## src/rtl/es_ctrl_pkg.sv

```systemverilog
// Shared opcode, strobe encodings and controller states for the execution-stack controller.
// ES_CTRL_OVF_TRAP_EN adds the TRAP state used by the optional overflow trap.
package es_ctrl_pkg;

  localparam logic [3:0] OP_NOP   = 4'd0;
  localparam logic [3:0] OP_PUSHI = 4'd1;
  localparam logic [3:0] OP_POP   = 4'd2;
  localparam logic [3:0] OP_DUP   = 4'd3;
  localparam logic [3:0] OP_ADD   = 4'd4;
  localparam logic [3:0] OP_SUB   = 4'd5;
  localparam logic [3:0] OP_AND   = 4'd6;
  localparam logic [3:0] OP_OR    = 4'd7;
  localparam logic [3:0] OP_ADDI  = 4'd8;

  localparam logic [1:0] ESOP_PUSH = 2'b00;
  localparam logic [1:0] ESOP_POP  = 2'b01;
  localparam logic [1:0] ESOP_DUP  = 2'b10;
  localparam logic [1:0] ESOP_NONE = 2'b11;

  localparam logic [1:0] ALU_ADD = 2'b00;
  localparam logic [1:0] ALU_SUB = 2'b01;
  localparam logic [1:0] ALU_AND = 2'b10;
  localparam logic [1:0] ALU_OR  = 2'b11;

  typedef enum logic [2:0] {
    ST_IDLE,
    ST_DECODE,
    ST_EXEC,
    ST_POP,
    ST_PUSH,
    ST_DUP
`ifdef ES_CTRL_OVF_TRAP_EN
    , ST_TRAP
`endif
  } state_t;

  // Two-operand ALU ops consume two stack entries; ADDI consumes one.
  function automatic logic is_binary_alu(input logic [3:0] op);
    return (op == OP_ADD) || (op == OP_SUB) || (op == OP_AND) || (op == OP_OR);
  endfunction

  function automatic logic is_ovf_op(input logic [3:0] op);
    return (op == OP_ADD) || (op == OP_SUB) || (op == OP_ADDI);
  endfunction

  function automatic logic [1:0] alu_op_of(input logic [3:0] op);
    return (op == OP_ADDI) ? ALU_ADD : op[1:0];
  endfunction

endpackage

```

## src/rtl/es_ctrl_fsm_if.sv

```systemverilog
// Instruction handshake plus execution-stack control strobes between fetch, controller and subsystem.
interface es_ctrl_fsm_if #(
  parameter int DEPTH_W = 5
);
  logic               instr_valid;
  logic               instr_ready;
  logic [15:0]        instr;
  logic               overflow;
  logic [15:0]        IRw;
  logic               popAmt;
  logic               ESAct;
  logic [1:0]         ESop;
  logic [1:0]         ALUOp;
  logic               ALUSrcB;
  logic               pushSel;
  logic               done;
  logic               err;
  logic               trap;
  logic [DEPTH_W-1:0] depth;

  modport master (
    output instr_valid, instr, overflow,
    input  instr_ready, IRw, popAmt, ESAct, ESop, ALUOp, ALUSrcB, pushSel,
           done, err, trap, depth
  );

  modport slave (
    input  instr_valid, instr, overflow,
    output instr_ready, IRw, popAmt, ESAct, ESop, ALUOp, ALUSrcB, pushSel,
           done, err, trap, depth
  );
endinterface

```

## src/rtl/es_depth_tracker.sv

```systemverilog
// Stack occupancy counter plus the admissibility check applied to the latched instruction.
module es_depth_tracker
  import es_ctrl_pkg::*;
#(
  parameter  int STACK_DEPTH = 16,
  localparam int DEPTH_W     = $clog2(STACK_DEPTH + 1)
) (
  input  logic               clk,
  input  logic               reset,
  input  logic [3:0]         opcode,
  input  logic [1:0]         dup_idx,
  input  logic               inc,
  input  logic               dec,
  input  logic               dec_two,
  output logic [DEPTH_W-1:0] depth,
  output logic               ok
);

  localparam logic [DEPTH_W-1:0] FULL = DEPTH_W'(STACK_DEPTH);

  logic [DEPTH_W-1:0] depth_reg;
  logic [DEPTH_W-1:0] depth_next;
  logic               has_room;
  logic               has_one;
  logic               has_two;

  always_ff @(posedge clk) begin
    if (reset) depth_reg <= '0;
    else       depth_reg <= depth_next;
  end

  always_comb begin
    depth_next = depth_reg;
    if (inc)
      depth_next = depth_reg + DEPTH_W'(1);
    else if (dec)
      depth_next = depth_reg - (dec_two ? DEPTH_W'(2) : DEPTH_W'(1));
  end

  assign has_room = (depth_reg < FULL);
  assign has_one  = (depth_reg >= DEPTH_W'(1));
  assign has_two  = (depth_reg >= DEPTH_W'(2));

  // Illegal opcodes fall through to ok=0 so the controller rejects them like a depth fault.
  always_comb begin
    ok = 1'b0;
    case (opcode)
      OP_NOP:                         ok = 1'b1;
      OP_PUSHI:                       ok = has_room;
      OP_POP, OP_ADDI:                ok = has_one;
      OP_DUP:                         ok = has_room && (depth_reg > DEPTH_W'(dup_idx));
      OP_ADD, OP_SUB, OP_AND, OP_OR:  ok = has_two;
      default:                        ok = 1'b0;
    endcase
  end

  assign depth = depth_reg;

endmodule

```

## src/rtl/es_ctrl_fsm.sv

```systemverilog
// Multicycle controller sequencing the execution stack one instruction at a time.
// Define ES_CTRL_OVF_TRAP_EN to halt in a sticky TRAP state on ALU overflow.
module es_ctrl_fsm
  import es_ctrl_pkg::*;
#(
  parameter  int STACK_DEPTH = 16,
  localparam int DEPTH_W     = $clog2(STACK_DEPTH + 1)
) (
  input  logic         clk,
  input  logic         reset,
  es_ctrl_fsm_if.slave bus
);

  state_t             state_reg;
  state_t             state_next;
  logic [15:0]        ir_reg;
  logic [3:0]         opcode;
  logic               ok;
  logic               inc;
  logic               dec;
  logic               dec_two;
  logic [DEPTH_W-1:0] depth;

  logic               ready;
  logic               es_act;
  logic [1:0]         es_op;
  logic [1:0]         alu_op;
  logic               alu_src_b;
  logic               push_sel;
  logic               pop_amt;
  logic               done;
  logic               err;
  logic               accept;

  assign opcode = ir_reg[15:12];
  assign accept = (state_reg == ST_IDLE) && !reset && bus.instr_valid;

  es_depth_tracker #(
    .STACK_DEPTH(STACK_DEPTH)
  ) u_depth (
    .clk     (clk),
    .reset   (reset),
    .opcode  (opcode),
    .dup_idx (ir_reg[1:0]),
    .inc     (inc),
    .dec     (dec),
    .dec_two (dec_two),
    .depth   (depth),
    .ok      (ok)
  );

  always_ff @(posedge clk) begin
    if (reset) begin
      state_reg <= ST_IDLE;
      ir_reg    <= '0;
    end else begin
      state_reg <= state_next;
      if (accept) ir_reg <= bus.instr;
    end
  end

  always_comb begin
    state_next = state_reg;
    ready      = 1'b0;
    es_act     = 1'b0;
    es_op      = ESOP_NONE;
    alu_op     = ALU_ADD;
    alu_src_b  = 1'b0;
    push_sel   = 1'b0;
    pop_amt    = 1'b0;
    done       = 1'b0;
    err        = 1'b0;
    inc        = 1'b0;
    dec        = 1'b0;
    dec_two    = 1'b0;

    case (state_reg)
      ST_IDLE: begin
        ready = 1'b1;
        if (bus.instr_valid) state_next = ST_DECODE;
      end

      // Also the one cycle the A/B registers need to reload after the last stack write.
      ST_DECODE: begin
        if (!ok) begin
          err        = 1'b1;
          state_next = ST_IDLE;
        end else begin
          case (opcode)
            OP_NOP: begin
              done       = 1'b1;
              state_next = ST_IDLE;
            end
            OP_PUSHI: state_next = ST_PUSH;
            OP_POP:   state_next = ST_POP;
            OP_DUP:   state_next = ST_DUP;
            default:  state_next = ST_EXEC;
          endcase
        end
      end

      ST_EXEC: begin
        alu_op     = alu_op_of(opcode);
        alu_src_b  = (opcode == OP_ADDI);
        state_next = ST_POP;
`ifdef ES_CTRL_OVF_TRAP_EN
        if (is_ovf_op(opcode) && bus.overflow) state_next = ST_TRAP;
`endif
      end

      ST_POP: begin
        es_act  = 1'b1;
        es_op   = ESOP_POP;
        pop_amt = is_binary_alu(opcode);
        dec     = 1'b1;
        dec_two = pop_amt;
        if (opcode == OP_POP) begin
          done       = 1'b1;
          state_next = ST_IDLE;
        end else begin
          state_next = ST_PUSH;
        end
      end

      ST_PUSH: begin
        es_act     = 1'b1;
        es_op      = ESOP_PUSH;
        push_sel   = (opcode != OP_PUSHI);
        inc        = 1'b1;
        done       = 1'b1;
        state_next = ST_IDLE;
      end

      ST_DUP: begin
        es_act     = 1'b1;
        es_op      = ESOP_DUP;
        inc        = 1'b1;
        done       = 1'b1;
        state_next = ST_IDLE;
      end

`ifdef ES_CTRL_OVF_TRAP_EN
      ST_TRAP: state_next = ST_TRAP;
`endif

      default: state_next = ST_IDLE;
    endcase
  end

  assign bus.instr_ready = ready && !reset;
  assign bus.IRw         = ir_reg;
  assign bus.ESAct       = es_act;
  assign bus.ESop        = es_op;
  assign bus.ALUOp       = alu_op;
  assign bus.ALUSrcB     = alu_src_b;
  assign bus.pushSel     = push_sel;
  assign bus.popAmt      = pop_amt;
  assign bus.done        = done;
  assign bus.err         = err;
  assign bus.depth       = depth;

`ifdef ES_CTRL_OVF_TRAP_EN
  assign bus.trap = (state_reg == ST_TRAP);
`else
  logic unused_overflow;
  assign unused_overflow = bus.overflow;
  assign bus.trap        = 1'b0;
`endif

endmodule

```

## src/flat_wrapper.sv

```systemverilog
// flat-port wrapper written by rule: the top's interface ports become plain ports
module es_ctrl_fsm_flat import es_ctrl_pkg::*;
#(
  parameter  int STACK_DEPTH = 16,
  localparam int DEPTH_W     = $clog2(STACK_DEPTH + 1)
)
  (clk, reset, bus_instr_valid, bus_instr, bus_overflow, bus_instr_ready, bus_IRw, bus_popAmt, bus_ESAct, bus_ESop, bus_ALUOp, bus_ALUSrcB, bus_pushSel, bus_done, bus_err, bus_trap, bus_depth);
  es_ctrl_fsm_if bus_i ();
  input  logic clk;
  input  logic reset;
  input wire logic [$bits(bus_i.instr_valid)-1:0] bus_instr_valid;
  input wire logic [$bits(bus_i.instr)-1:0] bus_instr;
  input wire logic [$bits(bus_i.overflow)-1:0] bus_overflow;
  output wire logic [$bits(bus_i.instr_ready)-1:0] bus_instr_ready;
  output wire logic [$bits(bus_i.IRw)-1:0] bus_IRw;
  output wire logic [$bits(bus_i.popAmt)-1:0] bus_popAmt;
  output wire logic [$bits(bus_i.ESAct)-1:0] bus_ESAct;
  output wire logic [$bits(bus_i.ESop)-1:0] bus_ESop;
  output wire logic [$bits(bus_i.ALUOp)-1:0] bus_ALUOp;
  output wire logic [$bits(bus_i.ALUSrcB)-1:0] bus_ALUSrcB;
  output wire logic [$bits(bus_i.pushSel)-1:0] bus_pushSel;
  output wire logic [$bits(bus_i.done)-1:0] bus_done;
  output wire logic [$bits(bus_i.err)-1:0] bus_err;
  output wire logic [$bits(bus_i.trap)-1:0] bus_trap;
  output wire logic [$bits(bus_i.depth)-1:0] bus_depth;
  assign bus_i.instr_valid = bus_instr_valid;
  assign bus_i.instr = bus_instr;
  assign bus_i.overflow = bus_overflow;
  assign bus_instr_ready = bus_i.instr_ready;
  assign bus_IRw = bus_i.IRw;
  assign bus_popAmt = bus_i.popAmt;
  assign bus_ESAct = bus_i.ESAct;
  assign bus_ESop = bus_i.ESop;
  assign bus_ALUOp = bus_i.ALUOp;
  assign bus_ALUSrcB = bus_i.ALUSrcB;
  assign bus_pushSel = bus_i.pushSel;
  assign bus_done = bus_i.done;
  assign bus_err = bus_i.err;
  assign bus_trap = bus_i.trap;
  assign bus_depth = bus_i.depth;
  es_ctrl_fsm #(.STACK_DEPTH(STACK_DEPTH)) u_core (.clk(clk), .reset(reset), .bus(bus_i));
endmodule
```

## config.mk

```make
export PLATFORM = sky130hd
export DESIGN_NAME = es_ctrl_fsm_flat
export DESIGN_NICKNAME = d
export VERILOG_FILES = /design/src/rtl/es_ctrl_pkg.sv /design/src/rtl/es_ctrl_fsm_if.sv /design/src/rtl/es_depth_tracker.sv /design/src/rtl/es_ctrl_fsm.sv /design/src/flat_wrapper.sv
export SDC_FILE = /design/constraint.sdc
export NUM_CORES = 1
export LEC_CHECK = 0
export ABC_AREA = 1
export CORE_AREA = 2 2 61 63
export CTS_CLUSTER_SIZE = 30
export DETAILED_ROUTE_END_ITERATION = 16
export DIE_AREA = 0 0 63 65
export GPL_ROUTABILITY_DRIVEN = 1
export GPL_TIMING_DRIVEN = 0
export PLACE_DENSITY = 0.74
export SKIP_CTS_REPAIR_TIMING = 1
export SLEW_MARGIN = 20
export SYNTH_ARGS = -nofsm -noshare
export SYNTH_HDL_FRONTEND = slang
export SYNTH_SLANG_ARGS = --single-unit
```

## constraint.sdc

```tcl
create_clock -name clk -period 2.1 [get_ports clk]
set_input_delay 0.42 -clock clk [delete_from_list [all_inputs] [get_ports clk]]
set_output_delay 0.42 -clock clk [all_outputs]
set_load 0.05 [all_outputs]
```

Word-level counts from Yosys, hierarchy flattened
Cells that the tools add are included.
Cells by class
  multiplexer cells: 25
  add/sub/neg operators: 2
  eq/ne operators: 15
  reductions and logical operators: 15
  order comparisons: 4
Operators with widths (count)
  $pmux W3 S4: 2
  $eq A4 B3 Y1 const B: 4
  $mux W1: 12
  $mux W5: 2
  $mux W3: 3
  $eq A4 B2 Y1 const B: 2
  $eq A3 B2 Y1 const B: 2
  $eq A3 B3 Y1 const B: 2
  $mux W2: 3
  $pmux W2 S3: 1
  $add A5 B1 Y5 const B: 1
  $ge A5 B1 Y1 const B: 1
  $ge A5 B2 Y1 const B: 1
  $gt A5 B2 Y1: 1
  $lt A5 B5 Y1 const B: 1
  $pmux W1 S5: 1
  $sub A5 B2 Y5: 1
  $eq A4 B1 Y1 const B: 1
  $eq A4 B4 Y1 const B: 1
  $logic_and A1 B1 Y1: 4
  $logic_not A4 Y1: 1
  $ne A4 B1 Y1 const B: 1
  $reduce_or A2 Y1: 2
  $reduce_or A4 Y1: 1
  other kinds (8): 10
Word-level totals
  bits in registers: 24
  output and inout port bits: 33
  input port bits: 20
  logic and storage cells: 64

Logic depth before layout (Yosys ltp)
  depth in word-level cells: 9
  gate-level depth with buffers: 13
  depth with buffers taken out: 13

Modules after synthesis
Synthesis repeated with hierarchy kept, for this count alone.
Second synthesis, totals
  cell total of the unflattened synthesis: 232
  area total of the unflattened synthesis: 1462.7 um^2
By module, submodules not included
  es_ctrl_fsm: cells an instance 151, sequential area each 380.4 um^2, area an instance 948.4 um^2, instances 1
  es_depth_tracker: cells an instance 81, sequential area each 100.1 um^2, area an instance 514.2 um^2, instances 1

Worst setup path after synthesis
OpenSTA, ideal clock, no wires.
  path kind: register to output
  start: register u_core.u_depth.depth_reg[1] (netlist: u_core.u_depth.depth[1])
  end: output bus_err
  path slack: -407 ps
  data required time: 1680 ps
  arrival time: 2087 ps
  buffers on the path: 0
  cell stages (with the launch flop): 9
  path through: dfxtp_1 ha_1 nand2_1 nand3_1 nand2_1 nand2_1 nand2_1 nand2_1 nor2_1
Between the ends
  longest elaborated chain between the ends: 5
  elaborated cells between the ends (all ways): 8
  those cells by class: 4 x order compare; 3 x mux; 1 x reduce/logical
Ends and longest elaborated chain
  start, declared: line es_depth_tracker.sv:21  | logic [DEPTH_W-1:0] depth_reg;
  start signal, assigned: line es_depth_tracker.sv:29  | else depth_reg <= depth_next;
  $lt A5 B5 Y1 / $gt A5 B2 Y1 (equally long branches): line es_depth_tracker.sv:40, es_depth_tracker.sv:51
  $logic_and A1 B1 Y1: line es_depth_tracker.sv:51  | OP_DUP: ok = has_room && (depth_reg > DEPTH_W'(dup_idx));
  $pmux W1 S5 *: line es_depth_tracker.sv:47  | case (opcode)
  $mux W1 *: line es_ctrl_fsm.sv:85  | if (!ok) begin
  $mux W1 *: line es_ctrl_fsm.sv:77  | case (state_reg)
  end, declared: line flat_wrapper.sv:23  | output wire logic [$bits(bus_i.err)-1:0] bus_err;
Mark *: on every way between the ends. The rest lies on a longest branch, timed or not.

Worst setup path after layout
Ends and elaborated chain as after synthesis.

==> metrics.log <==
[metrics] clock tree root buffer cell: clkbuf_4
[metrics] average wire per cell in the routed design: 11.4 microns
[metrics] I/O Buffers: 50
[metrics] H-tree Lvls: 1
[metrics] kind of end point of the critical path: output port
[metrics] cell with the biggest individual delay on the critical path: dfxtp_4
[metrics] RSZ-0062 raised after global routing: yes
[metrics] number of cells on the worst reg-to-reg path: 13
[metrics] vias in the first global route: 1173
[metrics] endpoint required time on the critical path: roughly 1.7 ns
[metrics] CP Depth: 9
[metrics] maximum fanout along the worst path: 6
[metrics] First DRT Iteration DRCs: 72
[metrics] DIE AREA: approximately 4000 sq um
[metrics] area grow syn2layout: 49.2%
[metrics] Std-Cell Rows: 22
[metrics] total of warnings raised by yosys: 0
[metrics] standard cell core area: approximately 3500 sq um
[metrics] Hold Vio Cnt, Final: 0
[metrics] cell family with the largest share of critical-path delay: simple AND/OR/NAND/NOR gates
[metrics] Cell Pwr Density: 681 nW/um^2
[metrics] post-detail-place hpwl: 2450 microns
[metrics] critical path startpoint category: flip-flop
[metrics] leading cell type in the layout, fill and taps excluded: clkdlybuf4s50_1
[metrics] wirelength, routed: 3200 microns
[metrics] launching instance or port of the critical path: u_core.u_depth.depth[1]
[metrics] largest clock skew in the final design: 0.00614 ns
[metrics] timing-limited maximum frequency: 465 MHz
[metrics] peak supply drop: 0.333 mV
[metrics] setup ws final: -0.0515 ns
[metrics] initial antenna violation count: 0
[metrics] minimum hold slack: 0.469 ns
[metrics] synth unique cells: 25
[metrics] type of the most critical hold path: reg2reg
[metrics] reg-to-reg startpoint: u_core.state_reg[2]
[metrics] pin count of the biggest net entering global routing: 15
[metrics] global-route usage over all layers: 0.162
[metrics] weighted congestion reported at the end of routability-driven placement: 0.808
[metrics] post-synthesis sequential area ratio: 0.377
[metrics] end of the critical path: bus_err
[metrics] syn nets: 205
[metrics] Reg clk slew, reported paths: between 0.1 and 0.15 ns
[metrics] critical path data arrival time: 1.73 ns
[metrics] post-synthesis instance area: 1270 sq um
[metrics] Buf/Inv on CP: 1
[metrics] initial cell density of the core: 0.364
[metrics] synthesized instance count: 178
[metrics] TritonCTS clock tree: done
[metrics] wire length of the first global-routing pass: 5240 microns
[metrics] fraction of final layout cells sized beyond drive strength 1: 0.159
[metrics] global-route congestion overflow total: 0
[metrics] setup slack, reg-to-reg: 0.07 ns
[metrics] fill count: 342
[metrics] list of cells traversed by the critical path: ha_1 -> nand2_1 -> nand3_1 -> nand2_1 -> nand2_1 -> nand2_1 -> nand2_1 -> nor2_2 -> buf_6
[metrics] Worst slew margin: 0.658
[metrics] clock latency on the worst-skew pair: approximately 0.32 ns
[metrics] # setup viols final: 1
[metrics] post-route ant nets: 0
[metrics] minimum clock period: 2.15 ns
[metrics] final design utilization: 0.544
[metrics] post-DR vias/cell: 4.80
[metrics] failing checks: negative setup slack
[metrics] final-report max-slew violation count: 0
[metrics] Least-Margin Pin Slew: 0.512 ns
[metrics] leading cell types in the layout, fill and taps excluded: 37 x clkdlybuf4s50_1, 33 x nand2_1, 25 x a21oi_1
[metrics] total inserted antenna cells: 0
[metrics] detailed-route DRC error count: 0
[metrics] DR pass1 iterations: 4
[metrics] I/O pin total: 53
[metrics] leakage power total: 0.809 nW
[metrics] synthesized flop and latch total: 24
[metrics] die height: 65 microns
[metrics] Reg-to-Reg End: u_core.u_depth.depth[4]
[metrics] width of the chip: about 63 microns
[metrics] nets: 261
[metrics] number of buffers between clock root and the deepest sink: 2
[metrics] Num Clock Sinks: 24
[metrics] largest stage delay on the critical path: 0.40 ns
[metrics] category of the most critical setup path: reg2out
[metrics] Largest register FFs: 16
[metrics] most frequent cell on the critical path: nand2_1
[metrics] total via count in the routed design: 1349
[metrics] part of the cycle the worst path needs: 1.02
[metrics] Inserted Clock Buffers: 3
[metrics] Max Cap Viol: 0
[metrics] status: finished, violations left
[metrics] Syn Area/Cell: slightly above 7 sq um
-- power breakdown --
| part | internal [mW] | switching [mW] | total, mW |
|---|---|---|---|
| clock | 0.193 | 0.147 | 0.340 |
| combinational | 0.163 | 0.273 | 0.436 |
| sequential | 0.486 | 0.0321 | 0.518 |
| total | 0.842 | 0.452 | 1.29 |
-- cell type report --
type                            instances  area, sq um  area share
Inverter                               19         71.3      0.0375
Clock inverter                          1         30.0      0.0158
Buffer                                  7         52.6      0.0276
Tap cell                               48         60.1      0.0316
Clock buffer                            3         22.5      0.0118
Timing Repair Buffer                   51          479       0.252
Sequential cell                        24          489       0.257
Multi-Input combinational cell        128          696       0.366
-- worst min-delay path: cells and delay by family (launching register included) --
kind / cells / cell delay, ns
AO/OA/AOI/OAI: 1 / 0.05
AND/OR/NAND/NOR: 1 / 0.06
flip-flops: 1 / 0.33
-- per-layer routing --
| layer | track usage | wire, microns | vias to the layer above |
|---|---|---|---|
| li1 | - | - | 698 |
| met1 | 0.208 | 1490 | 607 |
| met2 | 0.258 | 1480 | 40 |
| met3 | 0.0365 | 168 | 4 |
| met4 | 0.0750 | 60 | 0 |
| met5 | 0 | 0 | - |
-- synth_stat cells --
| cell type | number | area (sq um) |
|---|---|---|
| buf_4 | 1 | 7.51 |
| inv_1 | 18 | 67.6 |
| nand3_1 | 21 | 105 |
| buf_6 | 3 | 33.8 |
| o21bai_1 | 1 | 7.51 |
| nor2_2 | 2 | 12.5 |
| a21oi_1 | 25 | 125 |
| o21ai_1 | 4 | 20.0 |
| clkbuf_1 | 3 | 11.3 |
| inv_2 | 1 | 3.75 |
| conb_1 | 1 | 3.75 |
| o211ai_1 | 1 | 7.51 |
| or2_2 | 1 | 6.26 |
| xor2_1 | 1 | 8.76 |
| nor3_1 | 2 | 10.0 |
| xnor2_1 | 1 | 8.76 |
| o21ai_0 | 6 | 30.0 |
| nand2_2 | 2 | 12.5 |
| nand2_1 | 33 | 124 |
| ha_1 | 6 | 75.1 |
| o221ai_1 | 1 | 8.76 |
| fa_1 | 1 | 20.0 |
| nor2_1 | 18 | 67.6 |
| nor3_4 | 1 | 16.3 |
| dfxtp_1 | 24 | 480 |
-- cells by family after synthesis --
group | count (synthesis) | share of synthesized area
and+or+nand+nor | 80 | 0.278
buffers and inverters | 26 | 0.0972
DFF | 24 | 0.377
other | 1 | 0.00294
xor gates and xnor gates | 2 | 0.0138
AOI/OAI and AO/OA | 38 | 0.156
adders and majority gates | 7 | 0.0747
-- worst min path at each step --
| stage | endpoint | depth (start not counted) | slack (ns) | from |
|---|---|---|---|---|
| CTS | u_core.bus.IRw[11] | 2 | 0.47 | u_core.bus.IRw[11] |
| detailed placement | u_core.bus.IRw[2] | 2 | 0.45 | u_core.bus.IRw[2] |
| finish | u_core.bus.IRw[11] | 2 | 0.47 | u_core.bus.IRw[11] |
| global placement | u_core.bus.IRw[7] | 2 | 0.45 | u_core.bus.IRw[7] |
| floorplan | u_core.bus.IRw[0] | 1 | 0.49 | reset |
| global route | u_core.bus.IRw[7] | 2 | 0.50 | u_core.bus.IRw[7] |
-- stage by stage --
step                cell area (sq um)  cells  TNS, ns  total power, mW  worst slack, ns
floorplan                        1290    178   -0.187            0.819           -0.187
global placement                 1850    276    -1.51            0.959           -0.583
detailed placement               1850    276    -1.47            0.963           -0.587
CTS                              1900    280    -5.08             1.30           -0.772
global route                     1900    281   -0.277             1.36           -0.210
finish                           1900    281  -0.0515             1.29          -0.0515
Power figures use the tool's default switching activity.
